`config.mk`:
```
export PLATFORM = sky130hd
export DESIGN_NAME = seg7_scan_driver
export DESIGN_NICKNAME = d
export VERILOG_FILES = /design/src/rtl/seg7_scan_driver.sv
export SDC_FILE = /design/constraint.sdc
export NUM_CORES = 1
export LEC_CHECK = 0
export ABC_AREA = 1
export ABC_CLOCK_PERIOD_IN_PS = 2600
export BUFFER_PORTS_ARGS = -buffer_cell sky130_fd_sc_hd__buf_4
export CAP_MARGIN = 15
export CORE_MARGIN = 1.5
export CORE_UTILIZATION = 35
export CTS_CLUSTER_DIAMETER = 200
export DETAILED_ROUTE_END_ITERATION = 6
export PLACE_DENSITY_LB_ADDON = 0.05
export SKIP_LAST_GASP = 1
export SYNTH_ARGS = -nofsm -noshare
export SYNTH_HDL_FRONTEND = slang
export SYNTH_SLANG_ARGS = --single-unit
```
`constraint.sdc`:
```
create_clock -name clk -period 2.6 [get_ports clk]
set_input_delay 0.65 -clock clk [delete_from_list [all_inputs] [get_ports clk]]
set_output_delay 0.65 -clock clk [all_outputs]
set_load 0.01 [all_outputs]
```
`src/rtl/seg7_scan_driver.sv`:
```
// rtl/seg7_scan_driver.sv - four-digit multiplexed seven-segment driver with per-frame snapshot
// Scans one digit per slot, blanks guard/disabled/leading-zero digits, registers all pins.
module seg7_scan_driver #(
  parameter int REFRESH_DIV = 100000,
  parameter int GUARD       = 8
) (
  input  logic        clk,
  input  logic        reset,
  input  logic [15:0] value,
  input  logic [3:0]  digit_en,
  input  logic        blank_lz,
  input  logic [3:0]  dp_in,
  output logic [3:0]  an,
  output logic [6:0]  seg,
  output logic        dp
);

  localparam int CW = $clog2(REFRESH_DIV);

  logic [CW-1:0] cnt;
  logic [1:0]    idx;
  logic [15:0]   snap_val;
  logic [3:0]    snap_en;
  logic          snap_lz;
  logic [3:0]    snap_dp;

  logic          tc;
  logic [3:0]    nib;
  logic          lz_hit;
  logic          guard_on;
  logic          blank;
  logic [3:0]    an_next;
  logic [6:0]    seg_next;
  logic          dp_next;

  function automatic logic [6:0] hex7(input logic [3:0] n);
    case (n)
      4'h0: hex7 = 7'h40;
      4'h1: hex7 = 7'h79;
      4'h2: hex7 = 7'h24;
      4'h3: hex7 = 7'h30;
      4'h4: hex7 = 7'h19;
      4'h5: hex7 = 7'h12;
      4'h6: hex7 = 7'h02;
      4'h7: hex7 = 7'h78;
      4'h8: hex7 = 7'h00;
      4'h9: hex7 = 7'h10;
      4'hA: hex7 = 7'h08;
      4'hB: hex7 = 7'h03;
      4'hC: hex7 = 7'h46;
      4'hD: hex7 = 7'h21;
      4'hE: hex7 = 7'h06;
      default: hex7 = 7'h0E;
    endcase
  endfunction

  assign tc = (cnt == CW'(REFRESH_DIV - 1));

  // A digit is a leading zero only if it and every more-significant nibble are zero.
  always_comb begin
    lz_hit = 1'b0;
    case (idx)
      2'd1:    lz_hit = (snap_val[15:4]  == 12'h000);
      2'd2:    lz_hit = (snap_val[15:8]  == 8'h00);
      2'd3:    lz_hit = (snap_val[15:12] == 4'h0);
      default: lz_hit = 1'b0;
    endcase
  end

  always_comb begin
    nib      = snap_val[{idx, 2'b00} +: 4];
    guard_on = (cnt < CW'(GUARD));
    blank    = !snap_en[idx] || (snap_lz && lz_hit) || guard_on;
    an_next  = 4'b1111;
    seg_next = 7'h7F;
    dp_next  = 1'b1;
    if (!blank) begin
      an_next  = ~(4'b0001 << idx);
      seg_next = hex7(nib);
      dp_next  = ~snap_dp[idx];
    end
  end

  always_ff @(posedge clk) begin
    if (reset) begin
      cnt      <= '0;
      idx      <= 2'd0;
      snap_val <= 16'h0000;
      snap_en  <= 4'b0000;
      snap_lz  <= 1'b0;
      snap_dp  <= 4'b0000;
      an       <= 4'b1111;
      seg      <= 7'h7F;
      dp       <= 1'b1;
    end else begin
      cnt <= tc ? '0 : cnt + 1'b1;
      if (tc) begin
        idx <= idx + 2'd1;
        // Frame boundary: inputs are only ever sampled here, so a digit never tears.
        if (idx == 2'd3) begin
          snap_val <= value;
          snap_en  <= digit_en;
          snap_lz  <= blank_lz;
          snap_dp  <= dp_in;
        end
      end
      an  <= an_next;
      seg <= seg_next;
      dp  <= dp_next;
    end
  end

endmodule

```
==> results of run 1 <==
==> cell usage in the layout (no fill, tap or decap), drive strengths merged <==
master,n
nor2,84
xor2,5
o21ai,7
nor3,9
nand3b,2
ha,12
buf,39
dfxtp,56
nand3,28
nand4,9
a21oi,15
clkbuf,8
or2,1
nand2,142
inv,54
==> state kept, by name, indices dropped and copies added, names as in the netlist <==
name	count
idx	2
snap_dp	4
snap_en	4
dp	1
snap_lz	1
cnt	17
seg	7
snap_val	16
an	4
==> worst reg2reg max path: stages (launching register included) <==
cell     delay (ns)
dfxtp_1        0.63
inv_1          0.36
nand2_1        0.15
nand3_1        0.08
nand2_1        0.19
inv_1          0.13
ha_1           0.23
nand3_1        0.12
nand2_1        0.08
a21oi_1        0.12
nand2_1        0.06
==> power by group through the flow <==
stage	Sequential (uW)	Clock (uW)	Combinational (uW)
6_report	863	496	49.8
5_1_grt	865	554	54.3
4_1_cts	864	517	50.7
3_5_place_dp	883	0	50.5
3_3_place_gp	883	0	49.5
2_1_floorplan	883	0	16.7
==> kinds of logic (layout without fill, tap and decap cells) <==
logic type	count (synthesis)	after routing	synth area share, %
AND/OR/NAND/NOR	275	275	40.0
buffers and inverters	66	101	10.0
XOR/XNOR	5	5	1.53
adder cells (fa/ha/maj)	12	12	5.25
AO/OA/AOI/OAI	22	22	3.98
flip-flops	56	56	39.2
==> routing by layer <==
| metal | part of all wire, % | vias up | global-route usage, % | wire [um] |
|---|---|---|---|---|
| met5 | 0 | - | 0 | 0 |
| met2 | 43 | 40 | 24.4 | 2720 |
| met1 | 51 | 1089 | 20.9 | 3220 |
| met3 | 3.4 | 10 | 3.09 | 214 |
| li1 | - | 1400 | - | - |
| met4 | 1.8 | 0 | 4.67 | 112 |
==> path summary, 6_finish.rpt <==
check	startpoint	end	slack (ns)	cells after the start
worst max-delay path	idx[0]	seg[5]	0.34	10
worst min-delay path	cnt[0]	cnt[0]	0.46	1
worst max register to register	idx[0]	seg[5]	0.34	10
worst min register to register	cnt[0]	cnt[0]	0.46	1
==> metrics by stage <==
| stage | worst slack [ns] | cell area (um2) | utilization, % | hold WS [ns] |
|---|---|---|---|---|
| 2_1_floorplan | 0.932 | 2860 | - | 0.417 |
| 3_3_place_gp | 0.504 | 3200 | 40.9 | 0.436 |
| 3_5_place_dp | 0.382 | 3200 | 40.9 | 0.447 |
| 4_1_cts | 0.363 | 3290 | 42.1 | 0.465 |
| 5_1_grt | 0.0369 | 3290 | 42.1 | 0.493 |
| 6_report | 0.337 | 3290 | 42.1 | 0.462 |
==> area by class of cell <==
type	count	area, um2
Clock buffer	8	90.1
Fill cell	861	4520
Inverter	54	203
Multi-Input combinational cell	314	1450
Sequential cell	56	1120
Tap cell	102	128
Timing Repair Buffer	39	293
==> results.toml, run 1 <==
[clock_network]
cts-resized-gates = 0
cts_inserted_buffers = 5
clock_latency_ns = 0.31
cts_max_level = 2
cts.sinks = 56
cts_tree = "yes"
post_cts_buffers = 0
clk_pin_slew_worst_paths_ns = 0.10
cts_buffer_depth = 2
holdBufCountCts = 0
root_buffer = "clkbuf_8"

[floorplanning]
die_x_um = 93.4
start_util_pct = 36.6
io_pins = 39
rows = 32
dieArea_um2 = 8720
die_y_um = 93.4
design.core.area_um2 = 7810

[finish]
area_growth_pct = 14.9
diodes = 0
instances_no_fill = 573
final_nets = 509
drive_above_1_share_pct = 11.9

[yosys]
async_flop_share_pct = 0
synth_top_area_share_pct = 39.2
synth_most_common_cell = "nand2_1"
synth_top_cell_by_area = "dfxtp_1"
ys_ff_latch = 56
synth_edf_count = 0
syn_nets = 475
synth.distinct_cells = 23
synth_area_leaders = "dfxtp_1, nand2_1, nor2_1"
netlist_area_um2 = 2860
yosysWarningCount = 0
syn_inst = 436
synth_commonest_cells = "nand2_1, nor2_1, dfxtp_1"
syn-mean-instance-area_um2 = 6.56
seq_area_frac_synth_pct = 39.2
synthFlopType = "dfxtp_1"

[sta]
fin_crit_ns = 2.26
hold_viol_final = 0
period_share_pct = 87.0
fmax_ghz = 0.442
rsz0062_at_grt = "no"
setup-violations-final = 0
slew_violations = 0
max-slew-margin-rel_pct = 62.1
tns_ns = 0
finalClockSkew_ns = 0.00900
worst_slew_pin_slew_ns = 0.565

[min_path]
hp-class = "reg -> reg"

[critical_path]
crit_path_start_kind = "register"
critPathCaptureType = "register"
critPathTopFamily = "simple AND/OR/NAND/NOR gates"
crit_type = "reg -> reg"
crit_buf_inv = 2
crit_arrival_ns = 2.44
crit_top_cell = "nand2_1"
required_ns = 2.78
worstPathCellList = "inv_1 -> nand2_1 -> nand3_1 -> nand2_1 -> inv_1 -> ha_1 -> nand3_1 -> nand2_1 -> a21oi_1 -> nand2_1"
cpPeakStageDelay_ns = 0.63
worstPathMaxFanout = 17
cpMaxStageDelayCell = "dfxtp_1"

[pwr]
finalPower_uw = 1410
power.leakage_uw = 0.00154
pwr-share-seq_pct = 61.3
p_clk_share_pct = 35.2
power.switching_uw = 301
p_comb_share_pct = 3.5
intPower_uw = 1110
powerDensity_nw_per_um2 = 429
p_sw_share_pct = 21.4
ir_worst_vdd_mv = 0.188

[detailed_routing]
vias_per_cell = 4.43
vias = 2539
drc = 0
ant_nets = 0
drt_iter0_drc = 59
drt-pass1-iter-count = 4
wl_per_cell_um = 10.9
wl_um = 6260

[grt]
grt_util_all_layers_pct = 15.4
antenna_found_initial = 0
globalRouteOverflowTotal = 0
grt_pass1_vias = 2352
grt_pass1_wl_um = 10700
grt_max_degree = 51

[outcome]
status = "finished, final reports clean"

[placed_design]
io_buffers = 38
dp_cells = 565
hpwl_um = 4570
place_congestion = 0.938

[flow_run]
max-cap-violations = 0
Power figures use the tool's default switching activity.
==> inputs of run 2 (changes only) <==
--- a/config.mk
+++ b/config.mk
@@ -13,7 +13,10 @@
 export CORE_UTILIZATION = 35
 export CTS_CLUSTER_DIAMETER = 200
 export DETAILED_ROUTE_END_ITERATION = 6
+export GPL_ROUTABILITY_DRIVEN = 1
+export GPL_TIMING_DRIVEN = 0
 export PLACE_DENSITY_LB_ADDON = 0.05
+export RECOVER_POWER = 100
 export SKIP_LAST_GASP = 1
 export SYNTH_ARGS = -nofsm -noshare
 export SYNTH_HDL_FRONTEND = slang
==> results.toml, run 2 (synthesis results as in run 1) <==
[outcome]
status = "finished, final reports clean"

[critical_path]
crit_buf_inv = 4
cpPeakStageDelay_ns = 0.46
critPathCaptureType = "register"
crit_path_start_kind = "register"
r2r_start = "idx[0]"
cpMaxStageDelayCell = "dfxtp_1"
crit_type = "reg -> reg"
worstPathMaxFanout = 12
reg2reg_depth = 10
crit_arrival_ns = 2.38
r2r_slack_ns = 0.39
critPathTopFamily = "buffers and inverters"
required_ns = 2.77
crit_top_cell = "nand2_1"
worstPathCellList = "inv_1 -> buf_2 -> ha_1 -> inv_1 -> nand2_1 -> nand2_1 -> nand2_1 -> a21oi_2 -> clkbuf_1 -> nand2_1"
r2r_end = "an[1]"

[floorplanning]
io_pins = 39
rows = 32
die_y_um = 93.4
dieArea_um2 = 8720
design.core.area_um2 = 7810
start_util_pct = 36.6
die_x_um = 93.4

[grt]
grt-busiest-layer = "met2"
grt_pass1_wl_um = 11000
grt_max_degree = 17
use_met1_pct = 21.5
grt_pass1_vias = 2337
antenna_found_initial = 0
globalRouteOverflowTotal = 0
gr-usage-met3_pct = 3.25
grt_util_all_layers_pct = 16.1
grt_use_met2_pct = 26.0

[finish]
most-common-layout-cells = "nand2_1, nor2_1, dfxtp_1"
final_common_cell = "nand2_1"
reg_top3 = "cnt: 17 flops, snap_val: 16 flops, seg: 7 flops"
drive_above_1_share_pct = 9.13
top_register = "cnt"
final_nets = 520
instances_no_fill = 584
area_growth_pct = 14.4
fillers = 893
largest_reg_flops = 17
diodes = 0

[detailed_routing]
vias = 2548
wl_per_cell_um = 11.2
drt_iter0_drc = 87
drt-pass1-iter-count = 4
ant_nets = 0
wl_um = 6520
vias_per_cell = 4.36
drc = 0

[clock_network]
cts.sinks = 56
holdBufCountCts = 0
cts-resized-gates = 0
clock_latency_ns = 0.31
clk_pin_slew_worst_paths_ns = 0.10
post_cts_buffers = 0
cts_max_level = 2
cts_buffer_depth = 2
cts_tree = "yes"
root_buffer = "clkbuf_8"
cts_inserted_buffers = 5

[pwr]
powerDensity_nw_per_um2 = 433
pwr-share-seq_pct = 61.1
intPower_uw = 1100
p_clk_share_pct = 35.4
p_comb_share_pct = 3.5
p_sw_share_pct = 22.0
ir_worst_vdd_mv = 0.180
power.leakage_uw = 0.00153
power.switching_uw = 311

[min_path]
hold_end = "cnt[0]"
holdCritStartpoint = "cnt[0]"
min_path_cells = 1
hp-class = "reg -> reg"

[sta]
setup-violations-final = 0
rsz0062_at_grt = "no"
worst_slew_pin_slew_ns = 0.531
max-slew-margin-rel_pct = 64.3
finalClockSkew_ns = 0.00499
fmax_ghz = 0.453
tns_ns = 0
slew_violations = 0
fin_crit_ns = 2.21
hold_viol_final = 0
period_share_pct = 84.8

[flow_run]
max-cap-violations = 0

[placed_design]
io_buffers = 38
dp_cells = 576
place_congestion = 0.902
hpwl_um = 4860
==> run 2: how the worst max path moves through the flow <==
| stage | startpoint | end | slack (ns) | cells past startpoint |
|---|---|---|---|---|
| 2_1_floorplan | idx[0] | seg[3] | 0.93 | 11 |
| 3_3_place_gp | idx[0] | seg[3] | 0.51 | 11 |
| 3_5_place_dp | idx[0] | seg[0] | 0.52 | 13 |
| 4_1_cts | idx[0] | seg[0] | 0.49 | 13 |
| 5_1_grt | idx[0] | an[1] | 0.16 | 10 |
| 6_report | idx[0] | an[1] | 0.39 | 10 |
==> run 2: area by class of cell <==
cell class | instances | area, um2 | area share (%)
well taps | 102 | 128 | 3.90
multi-input cells | 314 | 1430 | 43.6
plain buffers | 12 | 62.6 | 1.91
flip-flops and latches | 56 | 1120 | 34.3
clock inverters | 2 | 10.0 | 0.306
repair buffers | 38 | 236 | 7.23
clock buffers | 6 | 82.6 | 2.53
inverters | 54 | 203 | 6.20
==> run 2: layer usage <==
| metal | routed length, um | up-vias | share of wire [%] |
|---|---|---|---|
| met5 | 0 | - | 0 |
| met1 | 3360 | 1081 | 52 |
| met3 | 257 | 7 | 3.9 |
| li1 | - | 1418 | - |
| met4 | 69 | 0 | 1.1 |
| met2 | 2840 | 42 | 43 |
==> run 2: power by group through the flow <==
stage / Combinational, uW / Sequential, uW / Clock (uW)
after detailed placement: 52.6 / 884 / 0
after global routing: 55.8 / 865 / 557
after CTS: 52.8 / 864 / 533
after floorplan: 16.7 / 883 / 0
after global placement: 52.4 / 883 / 0
final: 49.8 / 864 / 501
==> run 2: through the flow <==
step           utilization [%]  cell area [um2]  total power (uW)  hold WS (ns)  setup slack (ns)
5_1_grt                   41.9             3270              1480         0.492             0.163
4_1_cts                   43.1             3360              1450         0.475             0.492
6_report                  41.9             3270              1410         0.462             0.394
3_5_place_dp              41.9             3270               936         0.451             0.517
2_1_floorplan                -             2860               900         0.417             0.932
3_3_place_gp              41.9             3270               936         0.435             0.506
==> inputs of run 3 (changes only) <==
--- a/config.mk
+++ b/config.mk
@@ -6,7 +6,7 @@
 export NUM_CORES = 1
 export LEC_CHECK = 0
 export ABC_AREA = 1
-export ABC_CLOCK_PERIOD_IN_PS = 2600
+export ABC_CLOCK_PERIOD_IN_PS = 2000
 export BUFFER_PORTS_ARGS = -buffer_cell sky130_fd_sc_hd__buf_4
 export CAP_MARGIN = 15
 export CORE_MARGIN = 1.5
==> constraint.sdc (replaced) <==
create_clock -name clk -period 2 [get_ports clk]
set_input_delay 0.5 -clock clk [delete_from_list [all_inputs] [get_ports clk]]
set_output_delay 0.5 -clock clk [all_outputs]
set_load 0.01 [all_outputs]
==> results.toml, run 3 (synthesis results as in run 1) <==
[detailed_routing]
drt_iter0_drc = 72
wl_um = 6550
vias = 2552
wl_per_cell_um = 11.2
ant_nets = 0
drt-pass1-iter-count = 4
drc = 0
vias_per_cell = 4.37

[sta]
max-slew-margin-rel_pct = 64.7
period_share_pct = 90.6
whs_ns = 0.358
layout_setup_ws_ns = 0.188
setup-violations-final = 0
slew_violations = 0
worst_slew_pin_slew_ns = 0.525
finalClockSkew_ns = 0.00569
fmax_ghz = 0.552
hold_viol_final = 0
fin_crit_ns = 1.81

[critical_path]
worstPathMaxFanout = 12
crit_type = "reg -> reg"
critPathCaptureType = "register"
crit_arrival_ns = 2.07
crit_path_start_kind = "register"
required_ns = 2.26
r2r_slack_ns = 0.19

[placed_design]
place_ws_ns = -0.0832
hpwl_um = 4860
io_buffers = 38
place_area_um2 = 3270
place_congestion = 0.902
dp_cells = 576

[pwr]
finalPower_uw = 1840
power.leakage_uw = 0.00155
ir_worst_vdd_mv = 0.236
powerDensity_nw_per_um2 = 555

[min_path]
hp-class = "in -> reg"

[finish]
diodes = 0
largest_reg_flops = 17
final_common_cell = "nand2_1"
most-common-layout-cells = "nand2_1, nor2_1, dfxtp_1"
instances_no_fill = 584
final_area_um2 = 3320
drive_above_1_share_pct = 12.0
final_nets = 520
reg_top3 = "cnt: 17 flops, snap_val: 16 flops, seg: 7 flops"
top_register = "cnt"
area_growth_pct = 16.1

[clock_network]
cts_max_level = 2
cts.sinks = 56
cts-resized-gates = 2
cts_tree = "yes"
post_cts_buffers = 0
cts_buffer_depth = 2
clk_pin_slew_worst_paths_ns = 0.10
cts_inserted_buffers = 5
clock_latency_ns = 0.31
holdBufCountCts = 0
root_buffer = "clkbuf_8"

[grt]
globalRouteOverflowTotal = 0
grt_pass1_vias = 2337
antenna_found_initial = 0
grt_util_all_layers_pct = 16.1
grt_max_degree = 17
grt_pass1_wl_um = 11000

[outcome]
status = "finished, final reports clean"

[flow_run]
max-cap-violations = 0

[floorplanning]
die_y_um = 93.4
dieArea_um2 = 8720
die_x_um = 93.4
io_pins = 39
rows = 32
start_util_pct = 36.6
design.core.area_um2 = 7810
==> run 3: area by class of cell <==
class	count	area [um2]
Clock inverter	2	10.0
Sequential cell	56	1120
Timing Repair Buffer	38	240
Inverter	54	203
Tap cell	102	128
Fill cell	891	4490
Clock buffer	6	82.6
Multi-Input combinational cell	314	1460
Buffer	12	76.3
==> run 3: worst paths after layout <==
check / startpoint / end / depth (start not counted)
worst max-delay path: idx[0] / seg[0] / 13
worst min-delay path: reset / idx[1] / 2
worst max register to register: idx[0] / seg[0] / 13
worst min register to register: cnt[0] / cnt[0] / 1
==> run 3: worst max-delay path, stage by stage (launching register included) <==
cell	delay, ns
dfxtp_4	0.38
inv_2	0.12
buf_4	0.21
nand2_1	0.06
nand3_1	0.11
nand2_2	0.12
inv_1	0.14
ha_2	0.22
nand3_1	0.11
nand2_1	0.09
nand2_1	0.04
nand2_1	0.07
inv_1	0.03
nand2_1	0.05
==> run 3: where the power goes <==
part / leakage, uW / switching (uW) / total [uW] / internal [uW]
combinational: 0.00105 / 28.1 / 66.9 / 38.9
clock: 0.0000510 / 376 / 654 / 278
sequential: 0.000453 / 3.47 / 1120 / 1120
==> run 3: through the flow <==
step	util, %	setup TNS [ns]
after floorplan	-	0
after global placement	41.9	-0.292
after detailed placement	41.9	-0.252
after CTS	43.1	0
after global routing	42.5	-0.00152
final	42.5	0
==> run 3: routing by layer <==
metal | GRT usage, % | part of all wire [%]
met2 | 26.0 | 44
met1 | 21.5 | 52
met5 | 0 | 0
met3 | 3.25 | 3.7
met4 | 4.55 | 1.0
